## src/rtl/mc_pkg.sv

```systemverilog
// Shared encodings for the multi-cycle controller and ALU: FSM states,
// opcode/funct fields, ALU operation codes and datapath select values.
package mc_pkg;

  typedef enum logic [3:0] {
    S_FETCH  = 4'd0,
    S_DECODE = 4'd1,
    S_MEMADR = 4'd2,
    S_MEMRD  = 4'd3,
    S_MEMWB  = 4'd4,
    S_MEMWR  = 4'd5,
    S_EXEC   = 4'd6,
    S_ALUWB  = 4'd7,
    S_BRANCH = 4'd8,
    S_ADDIEX = 4'd9,
    S_ADDIWB = 4'd10,
    S_JUMP   = 4'd11
  } state_t;

  localparam logic [5:0] OP_R    = 6'b000000;
  localparam logic [5:0] OP_LW   = 6'b100011;
  localparam logic [5:0] OP_SW   = 6'b101011;
  localparam logic [5:0] OP_BEQ  = 6'b000100;
  localparam logic [5:0] OP_ADDI = 6'b001000;
  localparam logic [5:0] OP_J    = 6'b000010;

  localparam logic [5:0] FN_ADD = 6'b100000;
  localparam logic [5:0] FN_SUB = 6'b100010;
  localparam logic [5:0] FN_SLT = 6'b101010;
  localparam logic [5:0] FN_AND = 6'b100100;
  localparam logic [5:0] FN_OR  = 6'b100101;

  localparam logic [3:0] ALU_ADD = 4'b0010;
  localparam logic [3:0] ALU_SUB = 4'b0110;
  localparam logic [3:0] ALU_SLT = 4'b0111;
  localparam logic [3:0] ALU_AND = 4'b0000;
  localparam logic [3:0] ALU_OR  = 4'b0001;
  localparam logic [3:0] ALU_NOP = 4'b1111;

  localparam logic [1:0] SRCB_REG    = 2'b00;
  localparam logic [1:0] SRCB_FOUR   = 2'b01;
  localparam logic [1:0] SRCB_IMM    = 2'b10;
  localparam logic [1:0] SRCB_IMM_SH = 2'b11;

  localparam logic [1:0] PCSRC_ALU = 2'b00;
  localparam logic [1:0] PCSRC_BR  = 2'b01;
  localparam logic [1:0] PCSRC_JMP = 2'b10;

endpackage

```

## src/rtl/alu_decoder.sv

```systemverilog
// R-type funct to ALU operation decode; flags funct codes the ALU does not
// implement so the controller can suppress the register write-back.
module alu_decoder
  import mc_pkg::*;
(
  input  logic [5:0] funct,
  output logic [3:0] alu_op,
  output logic       known
);

  always_comb begin
    // NOTE: every output gets a default before the case so no path leaves it
    // unassigned; that is what keeps this block from inferring a latch.
    alu_op = ALU_NOP;
    known  = 1'b1;
    case (funct)
      FN_ADD:  alu_op = ALU_ADD;
      FN_SUB:  alu_op = ALU_SUB;
      FN_SLT:  alu_op = ALU_SLT;
      FN_AND:  alu_op = ALU_AND;
      FN_OR:   alu_op = ALU_OR;
      default: known  = 1'b0;
    endcase
  end

endmodule

```

## src/rtl/mc_control.sv

```systemverilog
// Multi-cycle MIPS-subset controller: Moore FSM driving datapath selects and
// strobes, plus a wrapping count of retired instructions.
module mc_control
  import mc_pkg::*;
(
  input  logic        clk,
  input  logic        rst_n,
  input  logic [5:0]  opcode,
  input  logic [5:0]  funct,
  input  logic        zero,
  output logic [3:0]  alu_op,
  output logic        alu_src_a,
  output logic [1:0]  alu_src_b,
  output logic        pc_en,
  output logic [1:0]  pc_src,
  output logic        ir_write,
  output logic        iord,
  output logic        mem_read,
  output logic        mem_write,
  output logic        reg_write,
  output logic        reg_dst,
  output logic        mem_to_reg,
  output logic [31:0] retired,
  output logic [3:0]  state_o
);

  state_t      state, next_state;
  logic [5:0]  funct_q;
  logic [31:0] retired_q;
  logic [3:0]  fn_alu_op;
  logic        fn_known;
  logic        pc_write, branch_state;
  logic        retire;

  alu_decoder u_alu_decoder (
    .funct  (funct_q),
    .alu_op (fn_alu_op),
    .known  (fn_known)
  );

  // Any move into FETCH from another state completes (or discards) an instruction.
  assign retire  = (next_state == S_FETCH) && (state != S_FETCH);
  assign retired = retired_q;
  assign state_o = state;

  always_ff @(posedge clk or negedge rst_n) begin
    // NOTE: sequential state uses non-blocking assignment so every register
    // samples pre-edge values regardless of statement order.
    if (!rst_n) begin
      state     <= S_FETCH;
      funct_q   <= '0;
      retired_q <= '0;
    end else begin
      state <= next_state;
      if (state == S_DECODE) funct_q <= funct;
      if (retire) retired_q <= retired_q + 32'd1;
    end
  end

  always_comb begin
    next_state = S_FETCH;
    case (state)
      S_FETCH:  next_state = S_DECODE;
      S_DECODE: begin
        case (opcode)
          OP_LW, OP_SW: next_state = S_MEMADR;
          OP_R:         next_state = S_EXEC;
          OP_BEQ:       next_state = S_BRANCH;
          OP_ADDI:      next_state = S_ADDIEX;
          OP_J:         next_state = S_JUMP;
          default:      next_state = S_FETCH;
        endcase
      end
      S_MEMADR: next_state = (opcode == OP_LW) ? S_MEMRD : S_MEMWR;
      S_MEMRD:  next_state = S_MEMWB;
      S_EXEC:   next_state = S_ALUWB;
      S_ADDIEX: next_state = S_ADDIWB;
      default:  next_state = S_FETCH;
    endcase
  end

  always_comb begin
    alu_op       = ALU_NOP;
    alu_src_a    = 1'b0;
    alu_src_b    = SRCB_REG;
    pc_src       = PCSRC_ALU;
    pc_write     = 1'b0;
    branch_state = 1'b0;
    ir_write     = 1'b0;
    iord         = 1'b0;
    mem_read     = 1'b0;
    mem_write    = 1'b0;
    reg_write    = 1'b0;
    reg_dst      = 1'b0;
    mem_to_reg   = 1'b0;
    case (state)
      S_FETCH: begin
        mem_read  = 1'b1;
        ir_write  = 1'b1;
        alu_src_b = SRCB_FOUR;
        alu_op    = ALU_ADD;
        pc_write  = 1'b1;
      end
      S_DECODE: begin
        alu_src_b = SRCB_IMM_SH;
        alu_op    = ALU_ADD;
      end
      S_MEMADR, S_ADDIEX: begin
        alu_src_a = 1'b1;
        alu_src_b = SRCB_IMM;
        alu_op    = ALU_ADD;
      end
      S_MEMRD: begin
        mem_read = 1'b1;
        iord     = 1'b1;
      end
      S_MEMWR: begin
        mem_write = 1'b1;
        iord      = 1'b1;
      end
      S_MEMWB: begin
        reg_write  = 1'b1;
        mem_to_reg = 1'b1;
      end
      S_EXEC: begin
        alu_src_a = 1'b1;
        alu_op    = fn_alu_op;
      end
      S_ALUWB: begin
        reg_write = fn_known;
        reg_dst   = 1'b1;
      end
      S_BRANCH: begin
        alu_src_a    = 1'b1;
        alu_op       = ALU_SUB;
        pc_src       = PCSRC_BR;
        branch_state = 1'b1;
      end
      S_JUMP: begin
        pc_src   = PCSRC_JMP;
        pc_write = 1'b1;
      end
      S_ADDIWB: reg_write = 1'b1;
      default: ;
    endcase
    pc_en = pc_write | (branch_state & zero);
    // Reset parks the FSM in FETCH; keep its strobes quiet until release.
    if (!rst_n) begin
      pc_en     = 1'b0;
      ir_write  = 1'b0;
      mem_read  = 1'b0;
      mem_write = 1'b0;
      reg_write = 1'b0;
    end
  end

endmodule

```

## config.mk

```make
export PLATFORM = sky130hd
export DESIGN_NAME = mc_control
export DESIGN_NICKNAME = d
export VERILOG_FILES = /design/src/rtl/mc_pkg.sv /design/src/rtl/alu_decoder.sv /design/src/rtl/mc_control.sv
export SDC_FILE = /design/constraint.sdc
export NUM_CORES = 1
export LEC_CHECK = 0
export ABC_AREA = 1
export CAP_MARGIN = 20
export CORE_AREA = 2 2 91 93
export DETAILED_ROUTE_END_ITERATION = 6
export DIE_AREA = 0 0 93 95
export DONT_BUFFER_PORTS = 1
export GPL_ROUTABILITY_DRIVEN = 0
export PLACE_DENSITY = 0.6
export SYNTH_ARGS = -nofsm -noshare
export SYNTH_HDL_FRONTEND = slang
export SYNTH_HIERARCHICAL = 1
export SYNTH_SLANG_ARGS = --single-unit
```

## constraint.sdc

```tcl
create_clock -name clk -period 2.1 [get_ports clk]
set_input_delay 0.525 -clock clk [delete_from_list [all_inputs] [get_ports clk]]
set_output_delay 0.525 -clock clk [all_outputs]
set_load 0.01 [all_outputs]
```

**After elaboration in Yosys (flattened, before gate mapping)**

Cells that the tools add are included.
W data, S select, Z words.

- Bits in registers: 42
- Word-level logic and storage cells: 64
- Input port bits: 15
- Output and inout port bits: 53

- Add/sub/neg operators: 1
- Equality and inequality tests: 21
- Reduce and logical (&&, ||, !) cells: 14
- Muxes and demuxes: 23
- Bitwise operators: 2

Operators with widths:

| cell | number |
|---|---|
| $eq A6 B6 Y1 const B | 7 |
| $pmux W4 S5 | 2 |
| $add A32 B1 Y32 const B | 1 |
| $pmux W4 S6 | 1 |
| $eq A4 B3 Y1 const B | 4 |
| $eq A4 B4 Y1 const B | 4 |
| $mux W1 | 15 |
| $pmux W4 S3 | 1 |
| $reduce_or A2 Y1 | 6 |
| $eq A4 B2 Y1 const B | 2 |
| $logic_not A4 Y1 | 2 |
| $reduce_or A4 Y1 | 2 |
| $eq A6 B2 Y1 const B | 1 |
| $eq A6 B3 Y1 const B | 1 |
| $eq A6 B4 Y1 const B | 1 |
| $logic_not A6 Y1 | 1 |
| $pmux W2 S3 | 1 |
| $reduce_or A5 Y1 | 1 |
| $eq A4 B1 Y1 const B | 1 |
| $pmux W2 S2 | 1 |
| $reduce_bool A4 Y1 | 1 |
| $mux W3 | 1 |
| $pmux W1 S2 | 1 |
| $and A1 B1 Y1 | 1 |
| other kinds (2) | 2 |

**Depth between registers and ports, before layout**

Gate-level depths: netlist of run 1.

- Word-level depth: 6
- Depth in mapped cells: 12
- Mapped depth without buffers: 11

**By module**

Netlist of run 1, hierarchy kept.

Modules (own cells, without submodules):

| module | times used | area an instance (um^2) | sequential area each (um^2) | cells each |
|---|---|---|---|---|
| mc_control | 1 | 2901.5 | 1051.0 | 450 |
| alu_decoder | 1 | 127.6 | 0.0 | 23 |

**Least setup slack after synthesis of run 1**

OpenSTA, ideal clock, no wires.

- Kind: reg-to-output
- Start: reg state[3], in the netlist state_o[3]
- End: out alu_op[2]
- Stages on the path, launching flop included: 8
- Arrival: 1.297 ns
- Data required time: 1.575 ns
- Buffers on the path: 1
- Setup slack: 0.278 ns
- Cell sequence: dfrtp_1 nor2_1 inv_2 nor2_2 buf_4 inv_1 nand4_1 nand3b_1

- Word-level cells in the longest chain between the ends: 3
- Elaborated cells between the ends (all ways): 8
- Classes of those cells: eq/ne: 5; mux: 1; reduce/logical: 2

RTL lines:

| what | line | RTL |
|---|---|---|
| start, declared | mc_control.sv:27 | `state_t state, next_state;` |
| start signal, assigned | mc_control.sv:54 | `state <= next_state;` |
| $eq A4 B1 Y1, or another cell as far along | mc_control.sv:96 | `case (state)` |
| $reduce_or A4 Y1 (no source line) | n/a |  |
| $pmux W4 S3 * | mc_control.sv:96 |  |
| end, declared | mc_control.sv:11 | `output logic [3:0] alu_op,` |

Every way passes the cells marked *; elsewhere a longest branch is shown, timed or not.

**Worst setup path in the final report of run 1**

Same ends and word-level chain as after synthesis.

==> results of run 1 <==
## flip-flops by register name (all words and copies together) (netlist names)
name,cells
retired,32
funct_q,6
state_o,4
## cells in the mapped netlist
library cell	number	area [um^2]
nand3b_1	18	135.1
nand2_2	3	18.77
nand3_2	3	30.03
nand3_4	1	17.52
nor2_2	4	25.02
a221oi_1	1	8.760
xnor2_1	4	35.03
nand2_1	211	792.0
inv_1	22	82.58
nor2_1	79	296.5
nor3_2	1	10.01
nand2_4	2	22.52
buf_4	3	22.52
dfrtp_1	42	1051
inv_2	10	37.54
xor2_1	11	96.34
and2_1	1	6.260
buf_6	3	33.78
a21oi_1	5	25.02
buf_2	4	20.02
nand3_1	39	195.2
ha_1	1	12.51
nand4_1	1	6.260
nor2_4	2	22.52
nor2_8	1	20.02
or2_2	1	6.260
## worst reg2reg max path, stage by stage, from the launching register on
cell and delay (ns):
dfrtp_1 0.45, ha_1 0.28, nand3_1 0.23, nor2_1 0.20, inv_1 0.05, nor2_1 0.25
nand2_1 0.09, nand2_1 0.06, nand2_1 0.05, nand3_1 0.08, nand2_1 0.06
## area by class of cell
class / instances / share of cell area, %
multi-input cells: 390 / 54.40
clock buffers: 6 / 2.379
inverters: 32 / 3.749
clock inverters: 2 / 1.730
well taps: 105 / 3.785
flip-flops and latches: 42 / 30.43
repair buffers: 13 / 3.533
## through the flow
stage / util [%] / hold WS (ns)
floorplan: - / 0.2294
global placement: 39.82 / 0.2310
detailed placement: 39.82 / 0.2309
CTS: 42.30 / 0.07085
global route: 43.78 / 0.07393
finish: 43.78 / 0.07067
## layer usage
metal / global-route usage [%] / up-vias / share of wire [%]
met3: 3.990 / 19 / 6.9
met5: 0 / - / 0
met4: 4.657 / 0 / 2.7
li1: - / 1495 / -
met2: 29.71 / 89 / 46
met1: 23.08 / 1319 / 44
## worst paths after layout
check / start / endpoint / slack (ns) / cells after the start
worst min-delay path: rst_n / retired[25] / 0.07 / 1
worst max-delay path: state_o[3] / alu_op[2] / 0.06 / 6
worst min register to register: funct_q[5] / funct_q[5] / 0.48 / 2
min in group clk: funct[0] / funct_q[0] / 0.36 / 2
max in group asynchronous: rst_n / state_o[0] / 1.82 / 1
worst max register to register: retired[1] / retired[30] / 0.22 / 10
## repair_timing
action | 4_1_cts | 5_1_grt
setup endpoints to repair | 4 | 38
pin swaps | 3 | 8
gates cloned | 0 | 1
endpoints found under the hold margin | 42 | 0
buffers inserted | 1 | 3
hold buffers | 1 | 0
resized for setup | 11 | 24
## kinds of logic (layout without fill, tap and decap cells)
logic type	count (synthesis)	after routing	share of synthesized area, %
and+or+nand+nor	367	368	52.95
DFF	42	42	34.70
buffers and inverters	42	53	6.485
xor gates and xnor gates	15	15	4.337
AOI/OAI and AO/OA	6	6	1.115
adders and majority gates	1	1	0.4130
## power by group
| part | switching (W) | total (W) | internal (W) |
|---|---|---|---|
| Combinational | 0.00104 | 0.00151 | 0.000467 |
| Clock | 0.000284 | 0.000791 | 0.000507 |
| Sequential | 0.000195 | 0.00113 | 0.000938 |
==> impl_metrics.csv, run 1 <==
group,metric,value,unit
worst_setup_path,critPathMaxFanout,6,
global_routing,grt_pass1_wl,12500,um
layout,layout_commonest_cell,"nand2_1",
drt,viasPerCell,4.953,
drt,wl_per_cell,13.78,um
yosys,ys_ff_latch,42,
global_routing,grt_antenna_before_repair,0,
layout,nets,500,
floorplan,die_h,95,um
yosys,ys_types,26,
global_routing,grt_pass1_vias,2616,
drt,dr.pass1.iters,5,
drt,drtIter0Drc,139,
layout,fin_area,3471,um^2
placement,io_buffers,0,
timing,finalCritPeriodShare,96.92,%
floorplan,start_util,38.21,%
worst_setup_path,crit_required,1.57,ns
global_routing,track_usage,17.69,%
worst_setup_path,crit_top_cell,"nor2_4",
min_path,min_path_type,"input port to async pin",
timing,max_freq,491.3,MHz
pwr,powerDensity,988.7,nW/um^2
placement,place_ws,0.01088,ns
yosys,synthesis.nets,489,
pwr,peakVddDrop,0.0005040,V
timing,hold_viol_final,0,
drt,ant_nets,0,
pwr,power.leakage,1.699,nW
drt,drt_drc_violations_left,0,
pwr,total_power,0.003432,W
clock_tree,root_buffer,"clkbuf_8",
layout,register_area,1056,um^2
clock_tree,cts_made_buffers,5,
floorplan,ioPinCount,68,
layout,layout-drive-gt1-share,14.85,%
worst_setup_path,crit_chain,"nor2_4 > inv_2 > nor2_4 > nor2_2 > nand4_1 > nand3b_1",
worst_setup_path,critPathLaunchType,"flip-flop",
worst_setup_path,critPathSlowestCell,"dfrtp_2",
worst_setup_path,critical_path_class,"flip-flop to output port",
timing,finalClockSkew,0.01103,ns
yosys,netlist_area,3029,um^2
floorplan,rows,33,
clock_tree,path_clk_slew,0.09,ns
floorplan,dieArea,8835,um^2
timing,worst_pin_slew,0.4221,ns
clock_tree,clock_path_buffers,2,
yosys,ys_warn_count,6,
placement,place_area,3157,um^2
timing,timing.final.crit_period,2.035,ns
timing,slew_viol_final,0,
yosys,synth_cells,473,
global_routing,grt_max_degree,43,
layout,antennaDiodeCount,0,
clock_tree,cts-htree-levels,2,
layout,layout_common_cells,"nand2_1, nor2_1, nand3_1, dfrtp_1, inv_1",
flow_run,max_cap_viol_count,0,
layout,fillers,846,
drt,drt_wl_total,8132,um
worst_setup_path,cp_top_family,"simple AND/OR/NAND/NOR gates",
timing,timing.final.ws_setup,0.06463,ns
floorplan,core_area,7928,um^2
yosys,synth-seq-area-share,34.70,%
timing,maxSlewHeadroom,71.79,%
timing,rsz0062_at_grt,"yes",
layout,synthToLayoutAreaGrowth,14.58,%
timing,tns,0,ns
clock_tree,cts_tree,"yes",
yosys,synth.avg_cell_area,6.404,um^2
layout,instances_no_fill,590,
timing,setup_viol_count_final,0,
worst_setup_path,cp_num_buf_inv,1,
layout,multi_input_area,1888,um^2
floorplan,die_x,93,um
global_routing,global_route.overflow_total,0,
drt,vias,2922,
clock_tree,clk_latency,0.30,ns
clock_tree,clock_sinks,42,
worst_setup_path,max_stage_delay,0.49,ns
placement,dp_hpwl,5905,um
worst_setup_path,cp-end-kind,"output port",
worst_setup_path,worstPathArrival,1.51,ns
placement,dp_cells,576,
run_status,outcome,"completed",
No activity file was read; power rests on OpenSTA's default activity.
==> run 2: changes to the inputs <==
Clock period 2.1 ns to 2.07 ns, I/O delays scaled along.
==> impl_metrics.csv, run 2 (synthesis results as in run 1) <==
group,metric,value,unit
floorplan,core_area,7928,um^2
timing,finalCritPeriodShare,99.60,%
layout,layout_commonest_cell,"nand2_1",
layout,nets,501,
floorplan,die_x,93,um
layout,synthToLayoutAreaGrowth,14.58,%
layout,fillers,857,
worst_setup_path,worstReg2RegEnd,"retired[30]",
global_routing,grt_pass1_wl,13120,um
pwr,power.leakage,1.702,nW
worst_setup_path,critPathSlowestCell,"dfrtp_2",
pwr,pwr-share-comb,44.8,%
drt,drtIter0Drc,120,
pwr,powerDensity,1001,nW/um^2
timing,timing.final.crit_period,2.062,ns
floorplan,dieArea,8835,um^2
floorplan,rows,33,
timing,timing.final.ws_setup,0.008245,ns
drt,vias,2907,
clock_tree,clock_path_buffers,2,
worst_setup_path,critical_path_class,"flip-flop to output port",
clock_tree,cts-htree-levels,2,
floorplan,die_h,95,um
clock_tree,clock_sinks,42,
timing,worst_pin_slew,0.4331,ns
placement,place_ws,-0.03268,ns
worst_setup_path,crit_top_cell,"inv_2",
pwr,switching_share,44.22,%
global_routing,grt_max_degree,43,
placement,io_buffers,0,
pwr,p_clk_share,22.3,%
worst_setup_path,max_stage_delay,0.45,ns
worst_setup_path,critPathMaxFanout,3,
pwr,power_frac_seq,32.9,%
pwr,p_int,0.001938,W
drt,viasPerCell,4.919,
flow_run,max_cap_viol_count,0,
timing,rsz0062_at_grt,"yes",
worst_setup_path,reg2reg_slack,0.22,ns
worst_setup_path,worstPathArrival,1.54,ns
drt,drt_drc_violations_left,0,
clock_tree,cts_made_buffers,5,
layout,multi_input_area,1879,um^2
min_path,min_path_type,"input port to async pin",
pwr,p_switching,0.001537,W
timing,hold_viol_final,0,
clock_tree,root_buffer,"clkbuf_8",
worst_setup_path,crit_required,1.55,ns
pwr,total_power,0.003475,W
global_routing,global_route.overflow_total,0,
worst_setup_path,cp-end-kind,"output port",
timing,finalClockSkew,0.005068,ns
drt,drt_wl_total,7961,um
layout,antennaDiodeCount,0,
timing,slew_viol_final,0,
layout,largest_register_ffs,32,
worst_setup_path,reg2reg_from,"retired[1]",
worst_setup_path,crit_chain,"inv_2 > nand2_2 > inv_2 > a21oi_2 > nand4_1 > nand3b_1",
worst_setup_path,critPathLaunchType,"flip-flop",
drt,dr.pass1.iters,5,
timing,maxSlewHeadroom,71.06,%
layout,layout_common_cells,"nand2_1, nor2_1, nand3_1, dfrtp_1, inv_1",
global_routing,track_usage,18.41,%
layout,layout-drive-gt1-share,14.81,%
clock_tree,cts_tree,"yes",
run_status,outcome,"completed",
global_routing,grt_pass1_vias,2800,
timing,setup_viol_count_final,0,
timing,max_freq,485.0,MHz
floorplan,ioPinCount,68,
worst_setup_path,crit_start,"state_o[2]",
drt,ant_nets,0,
pwr,peakVddDrop,0.0004738,V
drt,wl_per_cell,13.47,um
floorplan,start_util,38.21,%
clock_tree,path_clk_slew,0.08,ns
placement,dp_hpwl,5839,um
layout,register_area,1055,um^2
timing,tns,0,ns
worst_setup_path,rr_worst_depth,10,
global_routing,grt_antenna_before_repair,0,
clock_tree,clk_latency,0.30,ns
==> run 2: per-layer routing <==
metal	vias up	share of wire [%]	track usage (%)
li1	1499	-	-
met1	1313	45	24.40
met2	90	47	30.25
met3	5	7.8	4.310
met4	0	0.54	5.025
met5	-	0	0
==> run 2: worst max-delay path by stage <==
stage                      to  slack (ns)  depth (start not counted)
floorplan           alu_op[2]        0.26                          7
global placement    alu_op[2]       -0.06                          6
detailed placement  alu_op[2]       -0.03                          6
CTS                 alu_op[2]       -0.02                          8
global route        alu_op[2]       -0.09                          8
finish              alu_op[2]       0.008                          6
==> run 2: what timing repair did <==
action	4_1_cts	5_1_grt
hold buffers	1	0
resized for setup	12	18
gates cloned	1	0
endpoints found under the setup margin	38	38
buffers inserted	1	3
hold endpoints to repair	42	0
pin swaps	4	6
==> run 2: final cells by class <==
| class | count | share of cell area, % |
|---|---|---|
| repair buffers | 14 | 4.110 |
| inverters | 32 | 3.605 |
| well taps | 105 | 3.785 |
| clock buffers | 5 | 1.983 |
| clock inverters | 3 | 1.983 |
| flip-flops and latches | 42 | 30.39 |
| multi-input cells | 390 | 54.15 |
==> run 2: worst max-delay path: cells and delay by family (launching register included) <==
kind,cells,cell delay [ns]
flip-flops,1,0.45
AND/OR/NAND/NOR,3,0.45
AO/OA/AOI/OAI,1,0.18
buffers and inverters,2,0.16
==> run 2: power groups by stage <==
stage	logic [W]	clock network, W	registers [W]
after detailed placement	0.00130	0	0.00115
after global routing	0.00173	0.000837	0.00116
after CTS	0.00141	0.000801	0.00114
after global placement	0.00127	0	0.00114
after floorplan	0.00111	0	0.00112
final	0.00156	0.000776	0.00114
==> run 2: through the flow <==
stage | cell area, um^2 | hold WS (ns) | utilization, % | std cells
CTS | 3373 | 0.05905 | 42.55 | 588
global route | 3471 | 0.05341 | 43.78 | 591
floorplan | 3029 | 0.2219 | - | 473
detailed placement | 3164 | 0.2234 | 39.91 | 577
global placement | 3164 | 0.2235 | 39.91 | 577
finish | 3471 | 0.05572 | 43.78 | 591
